File: src/rtl/if_fetch_stage_pkg.sv
// Shared widths and helpers for the LoongArch instruction-fetch stage.
// Optional feature macro used by the stage: IF_ADEF_EN.
package if_fetch_stage_pkg;

    localparam int IF_TO_ID_LEN = 64;
    localparam int BR_BUS_LEN   = 34;

    typedef struct packed {
        logic [31:0] target;
        logic        taken;
        logic        taken_cancel;
    } br_bus_t;

    function automatic logic [31:0] word_align(input logic [31:0] addr);
        return {addr[31:2], 2'b00};
    endfunction

endpackage

File: src/rtl/if_inst_buf.sv
// One-entry holding register for a fetched word that decode could not take yet.
module if_inst_buf (
    input  logic        clk,
    input  logic        resetn,
    input  logic        i_load,
    input  logic        i_flush,
    input  logic [31:0] i_inst,
    output logic        o_valid,
    output logic [31:0] o_inst
);

    logic        r_valid;
    logic [31:0] r_inst;

    // NOTE: sequential state uses non-blocking (<=) so every flop samples pre-edge values.
    always_ff @(posedge clk or negedge resetn) begin
        if (!resetn) begin
            r_valid <= 1'b0;
        end else if (i_flush) begin
            r_valid <= 1'b0;
        end else if (i_load) begin
            r_valid <= 1'b1;
        end
    end

    // NOTE: the data word carries no reset; r_valid alone decides whether it is meaningful.
    always_ff @(posedge clk) begin
        if (i_load && !i_flush) begin
            r_inst <= i_inst;
        end
    end

    assign o_valid = r_valid;
    assign o_inst  = r_inst;

endmodule

File: src/rtl/if_fetch_stage.sv
// Instruction-fetch stage: next-PC selection, one outstanding SRAM fetch, redirect handling.
// Define IF_ADEF_EN to raise if_adef on misaligned fetch addresses instead of requesting.
module if_fetch_stage
    import if_fetch_stage_pkg::*;
#(
    parameter logic [31:0] RESET_PC = 32'h1c000000
) (
    input  logic                    clk,
    input  logic                    resetn,
    input  logic [BR_BUS_LEN-1:0]   BR_BUS,
    input  logic                    ID_allowin,
    output logic                    IF_to_ID_valid,
    output logic [IF_TO_ID_LEN-1:0] IF_to_ID_BUS,
    output logic                    inst_sram_req,
    output logic [31:0]             inst_sram_addr,
    input  logic                    inst_sram_addr_ok,
    input  logic                    inst_sram_data_ok,
    input  logic [31:0]             inst_sram_rdata
`ifdef IF_ADEF_EN
    ,
    output logic                    if_adef
`endif
);

    br_bus_t     w_br;
    logic        w_cancel;
    logic        w_stall;
    logic [31:0] w_nextpc;
    logic        w_data_take;
    logic        w_ready_go;
    logic        w_allowin;
    logic        w_issue;
    logic        w_hs;
    logic        w_fire;
    logic        w_transfer;
    logic        w_ib_load;
    logic        w_ib_valid;
    logic [31:0] w_ib_inst;
    logic [31:0] w_if_inst;

    logic [31:0] r_if_pc;
    logic        r_if_valid;
    logic        r_waiting;
    logic        r_discard;
    logic        r_br_buf_valid;
    logic [31:0] r_br_buf_target;

    assign w_br     = br_bus_t'(BR_BUS);
    assign w_cancel = w_br.taken_cancel;
    assign w_stall  = w_br.taken & ~w_br.taken_cancel;

    // NOTE: always_comb assigns a default first so no path can infer a latch.
    always_comb begin
        w_nextpc = r_if_pc + 32'd4;
        if (r_br_buf_valid) begin
            w_nextpc = r_br_buf_target;
        end else if (w_cancel) begin
            w_nextpc = w_br.target;
        end
    end

    assign w_data_take = r_waiting & inst_sram_data_ok & ~r_discard;
    assign w_issue     = resetn & w_allowin & ~r_discard & ~w_stall;
    assign w_hs        = inst_sram_req & inst_sram_addr_ok;
    assign inst_sram_addr = word_align(w_nextpc);

`ifdef IF_ADEF_EN
    logic r_adef;
    logic w_adef_fire;
    // A misaligned target never reaches the SRAM; it enters IF directly as a faulting slot.
    assign w_adef_fire   = w_issue & (|w_nextpc[1:0]);
    assign inst_sram_req = w_issue & ~(|w_nextpc[1:0]);
    assign w_fire        = w_hs | w_adef_fire;
    assign w_ready_go    = r_if_valid & (w_ib_valid | w_data_take | r_adef);
    assign w_if_inst     = r_adef ? 32'd0 : (w_ib_valid ? w_ib_inst : inst_sram_rdata);
    assign if_adef       = IF_to_ID_valid & r_adef;

    always_ff @(posedge clk or negedge resetn) begin
        if (!resetn) begin
            r_adef <= 1'b0;
        end else if (w_fire) begin
            r_adef <= w_adef_fire;
        end else if (w_cancel || w_allowin) begin
            r_adef <= 1'b0;
        end
    end
`else
    assign inst_sram_req = w_issue;
    assign w_fire        = w_hs;
    assign w_ready_go    = r_if_valid & (w_ib_valid | w_data_take);
    assign w_if_inst     = w_ib_valid ? w_ib_inst : inst_sram_rdata;
`endif

    assign w_allowin      = ~r_if_valid | (w_ready_go & ID_allowin);
    assign IF_to_ID_valid = w_ready_go & ~w_cancel;
    assign w_transfer     = IF_to_ID_valid & ID_allowin;
    assign w_ib_load      = w_data_take & ~ID_allowin & ~w_cancel;
    assign IF_to_ID_BUS   = IF_to_ID_valid ? {r_if_pc, w_if_inst} : '0;

    if_inst_buf u_inst_buf (
        .clk     (clk),
        .resetn  (resetn),
        .i_load  (w_ib_load),
        .i_flush (w_transfer | w_cancel),
        .i_inst  (inst_sram_rdata),
        .o_valid (w_ib_valid),
        .o_inst  (w_ib_inst)
    );

    always_ff @(posedge clk or negedge resetn) begin
        if (!resetn) begin
            r_if_pc         <= RESET_PC - 32'd4;
            r_if_valid      <= 1'b0;
            r_waiting       <= 1'b0;
            r_discard       <= 1'b0;
            r_br_buf_valid  <= 1'b0;
            r_br_buf_target <= '0;
        end else begin
            if (w_fire) begin
                r_if_pc    <= w_nextpc;
                r_if_valid <= 1'b1;
            end else if (w_cancel || w_allowin) begin
                r_if_valid <= 1'b0;
            end

            if (w_hs) begin
                r_waiting <= 1'b1;
            end else if (r_waiting && inst_sram_data_ok) begin
                r_waiting <= 1'b0;
            end

            // The wrong-path word still in flight must be swallowed when it returns.
            if (w_cancel && r_waiting && !inst_sram_data_ok) begin
                r_discard <= 1'b1;
            end else if (r_discard && inst_sram_data_ok) begin
                r_discard <= 1'b0;
            end

            if (w_cancel && !(w_fire && !r_br_buf_valid)) begin
                r_br_buf_valid  <= 1'b1;
                r_br_buf_target <= w_br.target;
            end else if (w_fire) begin
                r_br_buf_valid <= 1'b0;
            end
        end
    end

endmodule
File: config.mk
export PLATFORM = sky130hd
export DESIGN_NAME = if_fetch_stage
export DESIGN_NICKNAME = d
export VERILOG_FILES = /design/src/rtl/if_fetch_stage_pkg.sv /design/src/rtl/if_inst_buf.sv /design/src/rtl/if_fetch_stage.sv
export SDC_FILE = /design/constraint.sdc
export NUM_CORES = 1
export LEC_CHECK = 0
export ABC_AREA = 0
export BUFFER_PORTS_ARGS = -buffer_cell sky130_fd_sc_hd__buf_4
export CAP_MARGIN = 30
export CORE_UTILIZATION = 45
export DETAILED_ROUTE_END_ITERATION = 8
export GPL_TIMING_DRIVEN = 0
export PLACE_DENSITY_LB_ADDON = 0.2
export SLEW_MARGIN = 20
export SYNTH_ARGS = -nofsm -noshare
export SYNTH_HDL_FRONTEND = slang
export SYNTH_SLANG_ARGS = --single-unit
File: constraint.sdc
create_clock -name clk -period 9.95 [get_ports clk]
set_clock_uncertainty 0.2 [all_clocks]
set_input_delay 1.99 -clock clk [delete_from_list [all_inputs] [get_ports clk]]
set_output_delay 1.99 -clock clk [all_outputs]
set_load 0.01 [all_outputs]
==> impl_metrics.toml, run 1 <==
[global_routing]
grt_pass1_wl_mm = 26.8
antenna_found_initial = 0
largest_net_degree_at_the_start_of_global_routing = 71
grt_usage_pct = 26.1
first_global_vias = 5239
overflow = 0

[clock_tree]
post-cts-setup-buffer-count = 0
insertion_delay_ns = 0.35
cts_num_sinks = 101
post_cts_resize_count = 0
cts_htree_levels = 3
ctsHoldBuffers = 0
cts_tree = "done"
cell_at_the_root_of_the_clock_tree = "clkbuf_16"
clk_pin_slew_worst_paths_ns = 0.07
ctsLongestPathBuffers = 2
number_of_cts_inserted_buffers = 9

[place]
routabilityCongestion = 0.938
placedCellCount = 952
dp.final_hpwl_mm = 13.0
port_buffers = 166

[timing]
fin_crit_ns = 6.26
tightestPinTransition_ns = 0.755
maxSlewViolCount = 0
setup_violations_final = 0
final_period_util_pct = 63.0
fmax_mhz = 160
maxSlewHeadroom_pct = 49.7
rsz0062_at_grt = "false"
timing.hold.ws_ns = 0.291
fin_setup_tns_ns = 0
final_hold_viol_count = 0

[power]
pwr-share-seq_pct = 44.3
switching_power_mw = 0.442
clock_power_share_pct = 27.1
switching_share_pct = 32.4
cell_internal_pwr_mw = 0.921
power-per-cell-area_nw_per_um2 = 175
power.ir.vdd_worst_uv = 88.6
p_comb_share_pct = 28.6
p_leak_nw = 3.39

[logic_synthesis]
post_synth_inst_count = 608
post_synth_xor_area_fraction_pct = 3.08
syn_warnings = 0
synthDominantAreaCellType = "dfrtp_1"
synth_mux_area_share_pct = 13.2
postSynth.asyncResetShare_pct = 68.3
synth_compound_gate_area_share_pct = 12.6
postSynth.topFlopCell = "dfrtp_1"
synth.lib_cells_used.distinct = 55
number_of_enable_flip_flop_cells_after_synthesis = 32
ys_ff_latch = 101
share_of_synthesized_area_occupied_by_flip_flops_and_latches_pct = 45.5
synth.top_cell.area_share_pct = 18.0
synth.area.top_cells = "dfrtp_1, edfxtp_1, dfstp_2"
synth_top_family_by_area = "simple AND/OR/NAND/NOR gates"
synthesized_area_fraction_occupied_by_adder_cells_pct = 0.209
syn_area_um2 = 5980
post_synth.cell_area_avg_um2 = 9.83
area_share_of_and_or_nand_nor_cells_after_synthesis_pct = 17.3

[floorplan]
floorplan.core_area_um2 = 12800
die_outline_area_um2 = 13800
fp.dieH_um = 117
floorplan.io_pins = 169
initial_core_util_pct = 46.8
die_width_um = 117
rows = 41

[finish]
layout.cells.most_common = "buf_4"
share_of_post_route_cells_with_drive_strength_above_1_pct = 37.6
commonest_cells_after_routing_fill_and_taps_aside = "buf_4, nor2_1, dfrtp_1"
diodes = 0
areaGrowthSynthToFinish_pct = 30.6
fin_nets = 864
num-fill-cells = 1137
stdcell_count = 969

[setup_path]
timing.critical_path.slowest_cell_delay_ns = 0.48
worst-path-max-fanout = 10
crit_path_buffers_inverters = 6
setup.worst_path.class = "input pin to primary output"
cp_data_required_time_ns = 7.76
critical_path_arrival_ns = 4.07
crit_path_cell_trace = "buf_4 > clkbuf_1 > buf_1 > clkbuf_1 > a21oi_1 > o21ai_0 > nand2_1 > buf_4 > buf_4"
critical-path-slowest-cell = "buf_1"
cpLargestDelayFamily = "buffers and inverters"
cp_common_cell = "buf_4"
worst_setup_path_start_kind = "input pin"
worstSetupEndpointType = "primary output"

[detailed_routing]
route.vias.total = 5403
route.detailed.wl_per_inst_um = 18.2
detail_route.iter0.violations = 311
drt_pass1_iterations = 4
drt.antenna.violating_nets = 0
detail_route.drc_violations = 0
route.detailed.vias_per_inst = 5.58
detailed_route_wire_length_mm = 17.6

[job]
drv_cap = 0

[run_status]
outcome = "finished, final reports clean"

[min_path]
hold_class = "register to register"
-- path summary, 6_finish.rpt --
kind,from,to,slack (ns),cells past startpoint
max in group asynchronous,resetn,r_if_pc[16],7.54,2
min,r_if_pc[3],r_if_pc[3],0.29,2
max reg2reg,r_if_pc[2],r_if_pc[28],7.26,6
min reg2reg,r_if_pc[3],r_if_pc[3],0.29,2
min in group asynchronous,resetn,r_br_buf_target[22],1.37,1
max,BR_BUS[0],inst_sram_addr[14],3.69,9
-- metal layers --
layer	vias to the layer above	global-route usage, %	wire [um]
met5	-	0	0
met1	2636	33.3	7320
li1	2526	-	-
met3	29	4.89	1290
met4	0	9.79	330
met2	212	44.1	8660
-- power by group through the flow --
| stage | Combinational [mW] | Sequential (mW) | Clock, mW |
|---|---|---|---|
| after floorplan | 0.259 | 0.589 | 0 |
| after global placement | 0.372 | 0.603 | 0 |
| after detailed placement | 0.385 | 0.609 | 0 |
| after CTS | 0.387 | 0.601 | 0.375 |
| after global routing | 0.426 | 0.614 | 0.388 |
| final | 0.389 | 0.604 | 0.370 |
-- cell type report --
| type | count | area (um^2) | area share, % |
|---|---|---|---|
| multi-input cells | 414 | 2780 | 35.7 |
| flip-flops and latches | 101 | 2720 | 34.8 |
| repair buffers | 172 | 1300 | 16.6 |
| plain buffers | 73 | 407 | 5.21 |
| clock buffers | 10 | 229 | 2.93 |
| well taps | 172 | 215 | 2.76 |
| inverters | 21 | 78.8 | 1.01 |
| clock inverters | 6 | 73.8 | 0.946 |
-- Yosys cell counts, drive strengths merged (21+ instances only) --
master	count
o21ai	32
edfxtp	32
nand2	34
dfstp	26
clkbuf	27
mux2i	37
and3	24
a22oi	21
mux2	37
buf	46
nor2	66
dfrtp	43
-- state kept, by name, summed over array words and instances, names as in the netlist --
register / flops
u_inst_buf.o_valid: 1
r_waiting: 1
u_inst_buf.o_inst: 32
r_br_buf_target: 32
r_discard: 1
r_if_pc: 32
r_br_buf_valid: 1
r_if_valid: 1
-- worst reg2reg max path, cell delays in order (launching register included) --
cell	delay, ns
dfstp_2	0.58
ha_1	0.20
nand3_1	0.27
nor4_2	0.68
nand3_1	0.26
o31a_1	0.28
o22ai_1	0.15
-- cells by family (layout without fill, tap and decap cells) --
kind of cell / after synthesis / count (layout)
xor+xnor: 21 / 21
compound gates: 116 / 116
other cells: 1 / 2
mux: 74 / 74
flops: 101 / 101
fa+ha+maj: 1 / 1
buf+inv: 94 / 282
simple gates: 200 / 200
-- metrics by stage --
stage          utilization, %  worst slack [ns]  cell area (um^2)  power [mW]
2_1_floorplan               -              3.51              5980       0.848
3_3_place_gp             58.3              1.77              7440       0.975
3_5_place_dp             58.6              3.74              7480       0.994
4_1_cts                  61.0              3.73              7790        1.36
5_1_grt                  61.1              3.49              7810        1.43
6_report                 61.1              3.69              7810        1.36
No activity file was read; power rests on OpenSTA's default activity.
==> run 2: changes to the inputs <==
--- a/config.mk
+++ b/config.mk
@@ -5,7 +5,7 @@
 export SDC_FILE = /design/constraint.sdc
 export NUM_CORES = 1
 export LEC_CHECK = 0
-export ABC_AREA = 0
+export ABC_AREA = 1
 export BUFFER_PORTS_ARGS = -buffer_cell sky130_fd_sc_hd__buf_4
 export CAP_MARGIN = 30
 export CORE_UTILIZATION = 45
==> constraint.sdc (replaced) <==
create_clock -name clk -period 6.18 [get_ports clk]
set_clock_uncertainty 0.2 [all_clocks]
set_input_delay 1.236 -clock clk [delete_from_list [all_inputs] [get_ports clk]]
set_output_delay 1.236 -clock clk [all_outputs]
set_load 0.01 [all_outputs]
==> impl_metrics.toml, run 2 <==
[floorplan]
floorplan.io_pins = 169
fp.dieH_um = 119
rows = 42
floorplan.core_area_um2 = 13300
die_width_um = 119
die_outline_area_um2 = 14200
initial_core_util_pct = 46.4

[detailed_routing]
drt_pass1_iterations = 5
route.detailed.wl_per_inst_um = 14.7
drt.antenna.violating_nets = 0
detail_route.iter0.violations = 436
detail_route.drc_violations = 0
route.detailed.vias_per_inst = 5.02
detailed_route_wire_length_mm = 18.4
route.vias.total = 6281

[timing]
fin_setup_tns_ns = 0
fin_crit_ns = 4.13
timing.hold.ws_ns = 0.274
maxSlewViolCount = 0
rsz0062_at_grt = "false"
final_period_util_pct = 66.8
final_hold_viol_count = 0
fmax_mhz = 242
setup_violations_final = 0
maxSlewHeadroom_pct = 46.0
tightestPinTransition_ns = 0.806
setup_ws_ns = 2.05

[min_path]
whs_path_depth = 2
min_to = "r_br_buf_target[0]"
holdCritStartpoint = "r_br_buf_target[0]"
hold_class = "register to register"

[logic_synthesis]
number_of_enable_flip_flop_cells_after_synthesis = 32
post_synth_inst_count = 888
synthDominantAreaCellType = "nand2_1"
postSynth.asyncResetShare_pct = 68.3
synth.area.top_cells = "nand2_1, dfrtp_1, edfxtp_1"
postSynth.topFlopCell = "dfrtp_1"
post-synth-top-count-cell = "nand2_1"
syn_area_um2 = 6170
synth.lib_cells_used.distinct = 30
synth.top_cell.area_share_pct = 24.2
post_synth.cell_area_avg_um2 = 6.95
syn_warnings = 0
ys_ff_latch = 101
share_of_synthesized_area_occupied_by_flip_flops_and_latches_pct = 44.1
netlist_top_cells_count = "nand2_1, nand3_1, nor2_1"

[place]
placement.cell_area_um2 = 7680
port_buffers = 166
routabilityCongestion = 0.913
pre_cts_ws_ns = 2.07
dp.final_hpwl_mm = 14.0
placedCellCount = 1234

[clock_tree]
post-cts-setup-buffer-count = 0
clk_pin_slew_worst_paths_ns = 0.07
insertion_delay_ns = 0.36
cts_tree = "done"
ctsLongestPathBuffers = 2
post_cts_resize_count = 0
cts_num_sinks = 101
number_of_cts_inserted_buffers = 9
cts_htree_levels = 3
ctsHoldBuffers = 0
cell_at_the_root_of_the_clock_tree = "clkbuf_16"

[finish]
layout.cells.most_common = "nand2_1"
areaGrowthSynthToFinish_pct = 30.0
diodes = 0
fin_nets = 1142
commonest_cells_after_routing_fill_and_taps_aside = "nand2_1, buf_4, nand3_1"
stdcell_count = 1251
share_of_post_route_cells_with_drive_strength_above_1_pct = 27.3
finalInstanceArea_um2 = 8020
num-fill-cells = 1301

[power]
power.ir.vdd_worst_uv = 225
p_leak_nw = 4.02
power-per-cell-area_nw_per_um2 = 257

[setup_path]
worstSetupEndpointType = "primary output"
worst-r2r-setup-slack_ns = 3.69
critical_path_arrival_ns = 2.69
r2r_cells = 10
cp_data_required_time_ns = 4.74
critical_path.reg2reg.endpoint = "r_if_pc[12]"
worst-path-max-fanout = 10
r2r-start = "r_if_pc[2]"
setup.worst_path.class = "input pin to primary output"
worst_setup_path_start_kind = "input pin"

[global_routing]
grt_pass1_wl_mm = 30.1
overflow = 0
first_global_vias = 5948
largest_net_degree_at_the_start_of_global_routing = 71
antenna_found_initial = 0
grt_usage_pct = 27.3

[job]
drv_cap = 0

[run_status]
outcome = "finished, final reports clean"
run 2: cell count changes in the layout (fill, tap and decap cells not counted), sizes merged, moves of 16 or more:
cell   previous run  this run
nand3            19        91
mux2i            37         0
nand2            34       404
mux2             37         0
and3             24         0
xnor2            16         0
a22oi            21         0
inv              24        65
nor2             66        85
run 2: area by class of cell:
type | instances | area [um^2] | share of cell area [%]
sequential | 101 | 2720 | 33.9
inverter | 63 | 236 | 2.95
clock buffer | 10 | 229 | 2.85
tap | 176 | 220 | 2.75
clock inverter | 6 | 95.1 | 1.19
buffer | 74 | 442 | 5.51
multi-input combinational | 651 | 2780 | 34.6
timing repair buffer | 170 | 1300 | 16.2
run 2: cell families after synthesis:
group           after synthesis  synth area share (%)
compound gates               60                  5.42
xor+xnor                      7                 0.994
fa+ha+maj                     1                 0.203
buf+inv                     137                  11.0
flops                       101                  44.1
other cells                   1                0.0608
simple gates                581                  38.2
run 2: power by group:
part | internal (mW) | switching [mW]
registers | 0.818 | 0.0953
logic | 0.221 | 0.302
clock network | 0.359 | 0.265
total | 1.40 | 0.662
run 2: worst max-delay path, stage by stage:
cell	delay [ns]
buf_4	0.12
nand3_1	0.12
nand2_1	0.10
nand3_1	0.09
clkbuf_1	0.43
buf_2	0.33
nor2_1	0.11
buf_4	0.15
run 2: worst max path at each step:
stage	end	slack [ns]	cells after the start	from
2_1_floorplan	u_inst_buf.o_inst[0]	1.77	2	BR_BUS[0]
3_3_place_gp	u_inst_buf.o_inst[9]	0.62	3	BR_BUS[0]
4_1_cts	IF_to_ID_BUS[46]	2.07	8	inst_sram_data_ok
6_report	IF_to_ID_BUS[46]	2.05	8	inst_sram_data_ok
3_5_place_dp	IF_to_ID_BUS[46]	2.07	8	inst_sram_data_ok
5_1_grt	inst_sram_addr[12]	1.94	10	r_if_pc[2]
run 2: layer usage:
| layer | vias to the layer above | wire length [um] | track usage, % |
|---|---|---|---|
| li1 | 3111 | - | - |
| met5 | - | 0 | 0 |
| met4 | 0 | 344 | 8.39 |
| met1 | 2902 | 8020 | 37.3 |
| met2 | 244 | 8640 | 43.9 |
| met3 | 24 | 1410 | 5.12 |
run 2: stage by stage:
step	utilization [%]	total power, mW
after CTS	60.2	2.06
after floorplan	-	1.23
after detailed placement	57.7	1.44
final	60.3	2.06
after global placement	57.5	1.43
after global routing	60.3	2.18
==> run 3: changes to the inputs <==
==> constraint.sdc (replaced) <==
create_clock -name clk -period 3.4 [get_ports clk]
set_clock_uncertainty 0.2 [all_clocks]
set_input_delay 0.68 -clock clk [delete_from_list [all_inputs] [get_ports clk]]
set_output_delay 0.68 -clock clk [all_outputs]
set_load 0.01 [all_outputs]
==> impl_metrics.toml, run 3 (synthesis gave the netlist of run 2 again) <==
[timing]
maxSlewHeadroom_pct = 51.8
final_hold_viol_count = 0
maxSlewViolCount = 0
tightestPinTransition_ns = 0.721
rsz0062_at_grt = "false"
setup_violations_final = 0
fin_setup_tns_ns = 0
final_period_util_pct = 98.6
fin_crit_ns = 3.35
fmax_mhz = 298

[setup_path]
worstSetupEndpointType = "primary output"
cp_data_required_time_ns = 2.52
critical_path_arrival_ns = 2.47
worst_setup_path_start_kind = "register"
worst-path-max-fanout = 6
cp-startpoint = "r_if_pc[2]"
setup.worst_path.class = "register to primary output"
r2r-start = "r_if_pc[2]"

[job]
drv_cap = 0

[global_routing]
grt_pass1_wl_mm = 28.6
antenna_found_initial = 0
overflow = 0
largest_net_degree_at_the_start_of_global_routing = 71
grt_usage_pct = 25.8
first_global_vias = 5738

[detailed_routing]
drt_pass1_iterations = 5
drt.antenna.violating_nets = 0
detail_route.drc_violations = 0
detail_route.iter0.violations = 432
route.detailed.wl_per_inst_um = 14.5
route.detailed.vias_per_inst = 4.97
detailed_route_wire_length_mm = 18.1
route.vias.total = 6218

[clock_tree]
cts_num_sinks = 101
cts_tree = "done"
cell_at_the_root_of_the_clock_tree = "clkbuf_16"
cts_htree_levels = 3
number_of_cts_inserted_buffers = 9
ctsLongestPathBuffers = 2
clk_pin_slew_worst_paths_ns = 0.08
post-cts-setup-buffer-count = 0
insertion_delay_ns = 0.35

[finish]
fin_nets = 1141
commonest_cells_after_routing_fill_and_taps_aside = "nand2_1, buf_4, nand3_1"
fin_util_pct = 60.5
layout.cells.most_common = "nand2_1"
areaGrowthSynthToFinish_pct = 30.3
diodes = 0
share_of_post_route_cells_with_drive_strength_above_1_pct = 27.6
num-fill-cells = 1280

[power]
power.ir.vdd_worst_uv = 251
p_leak_nw = 4.02
switching_power_mw = 1.23
clock_power_share_pct = 29.4
power-per-cell-area_nw_per_um2 = 461
cell_internal_pwr_mw = 2.48
p_comb_share_pct = 25.7
pwr-share-seq_pct = 44.8
switching_share_pct = 33.1

[min_path]
hold_class = "register to register"
holdCritStartpoint = "r_br_buf_target[27]"

[floorplan]
die_width_um = 119
initial_core_util_pct = 46.4
rows = 42
floorplan.core_area_um2 = 13300
floorplan.io_pins = 169
fp.dieH_um = 119
die_outline_area_um2 = 14200

[place]
dp.final_hpwl_mm = 13.8
routabilityCongestion = 0.962
port_buffers = 166

[run_status]
outcome = "finished, final reports clean"
[run 3: cell count changes in the layout (fill, tap and decap cells not counted), moves of 2 or more]
cell	previous run	this run
clkinvlp_4	2	0
clkinv_4	0	2
buf_6	3	0
nor2_4	3	5
nor2_1	79	77
[run 3: timing repair]
item | CTS | global route
hold endpoints to repair | 0 | 7
hold buffers | 0 | 1
gates resized for setup | 3 | 2
endpoints found under the setup margin | 3 | 3
[run 3: routing by layer]
metal,up-vias,share of wire (%),global-route usage (%)
met3,30,6.4,4.17
met4,0,2.1,8.15
met5,-,0,0
met2,231,47,41.5
li1,3117,-,-
met1,2840,44,35.5
[run 3: final timing paths]
check | depth (start not counted) | endpoint | slack (ns)
worst min register to register | 2 | r_br_buf_target[27] | 0.27
worst max register to register | 10 | r_if_pc[12] | 1.13
worst max-delay path | 10 | inst_sram_addr[12] | 0.05
max in group asynchronous | 3 | r_if_pc[10] | 1.88
min in group asynchronous | 2 | r_if_pc[30] | 0.52
worst min-delay path | 2 | r_br_buf_target[27] | 0.27
[run 3: per-stage QoR]
step	hold slack [ns]	area, um^2	power (mW)	instances	worst slack (ns)
4_1_cts	0.277	7990	3.70	1248	0.0393
3_3_place_gp	0.254	7640	2.59	1231	-0.212
5_1_grt	0.288	8040	3.91	1250	0.00993
6_report	0.274	8040	3.71	1250	0.0462
3_5_place_dp	0.258	7660	2.61	1232	0.307
2_1_floorplan	0.184	6180	2.23	889	0.542
[run 3: cell type report]
class                      count  area [um^2]  area share (%)
clock inverter                 7         92.6            1.15
clock buffer                   9          225            2.80
inverter                      63          236            2.94
multi-input combinational    651         2800            34.9
tap                          176          220            2.74
timing repair buffer         169         1300            16.2
buffer                        74          442            5.50
sequential                   101         2720            33.8
[run 3: critical path, cell delays in order, from the launching register on]
cell	delay, ns
dfstp_2	0.61
ha_2	0.26
nand2_1	0.13
nor2_4	0.18
nand2_2	0.12
nor2_2	0.20
nand2_1	0.07
nand3_1	0.13
nand3_2	0.12
buf_4	0.15
buf_4	0.13
[run 3: power by group through the flow]
stage	clock [mW]	sequential, mW	combinational, mW
6_report	1.09	1.66	0.954
5_1_grt	1.16	1.69	1.06
4_1_cts	1.11	1.65	0.942
3_5_place_dp	0	1.67	0.935
3_3_place_gp	0	1.67	0.921
2_1_floorplan	0	1.62	0.603
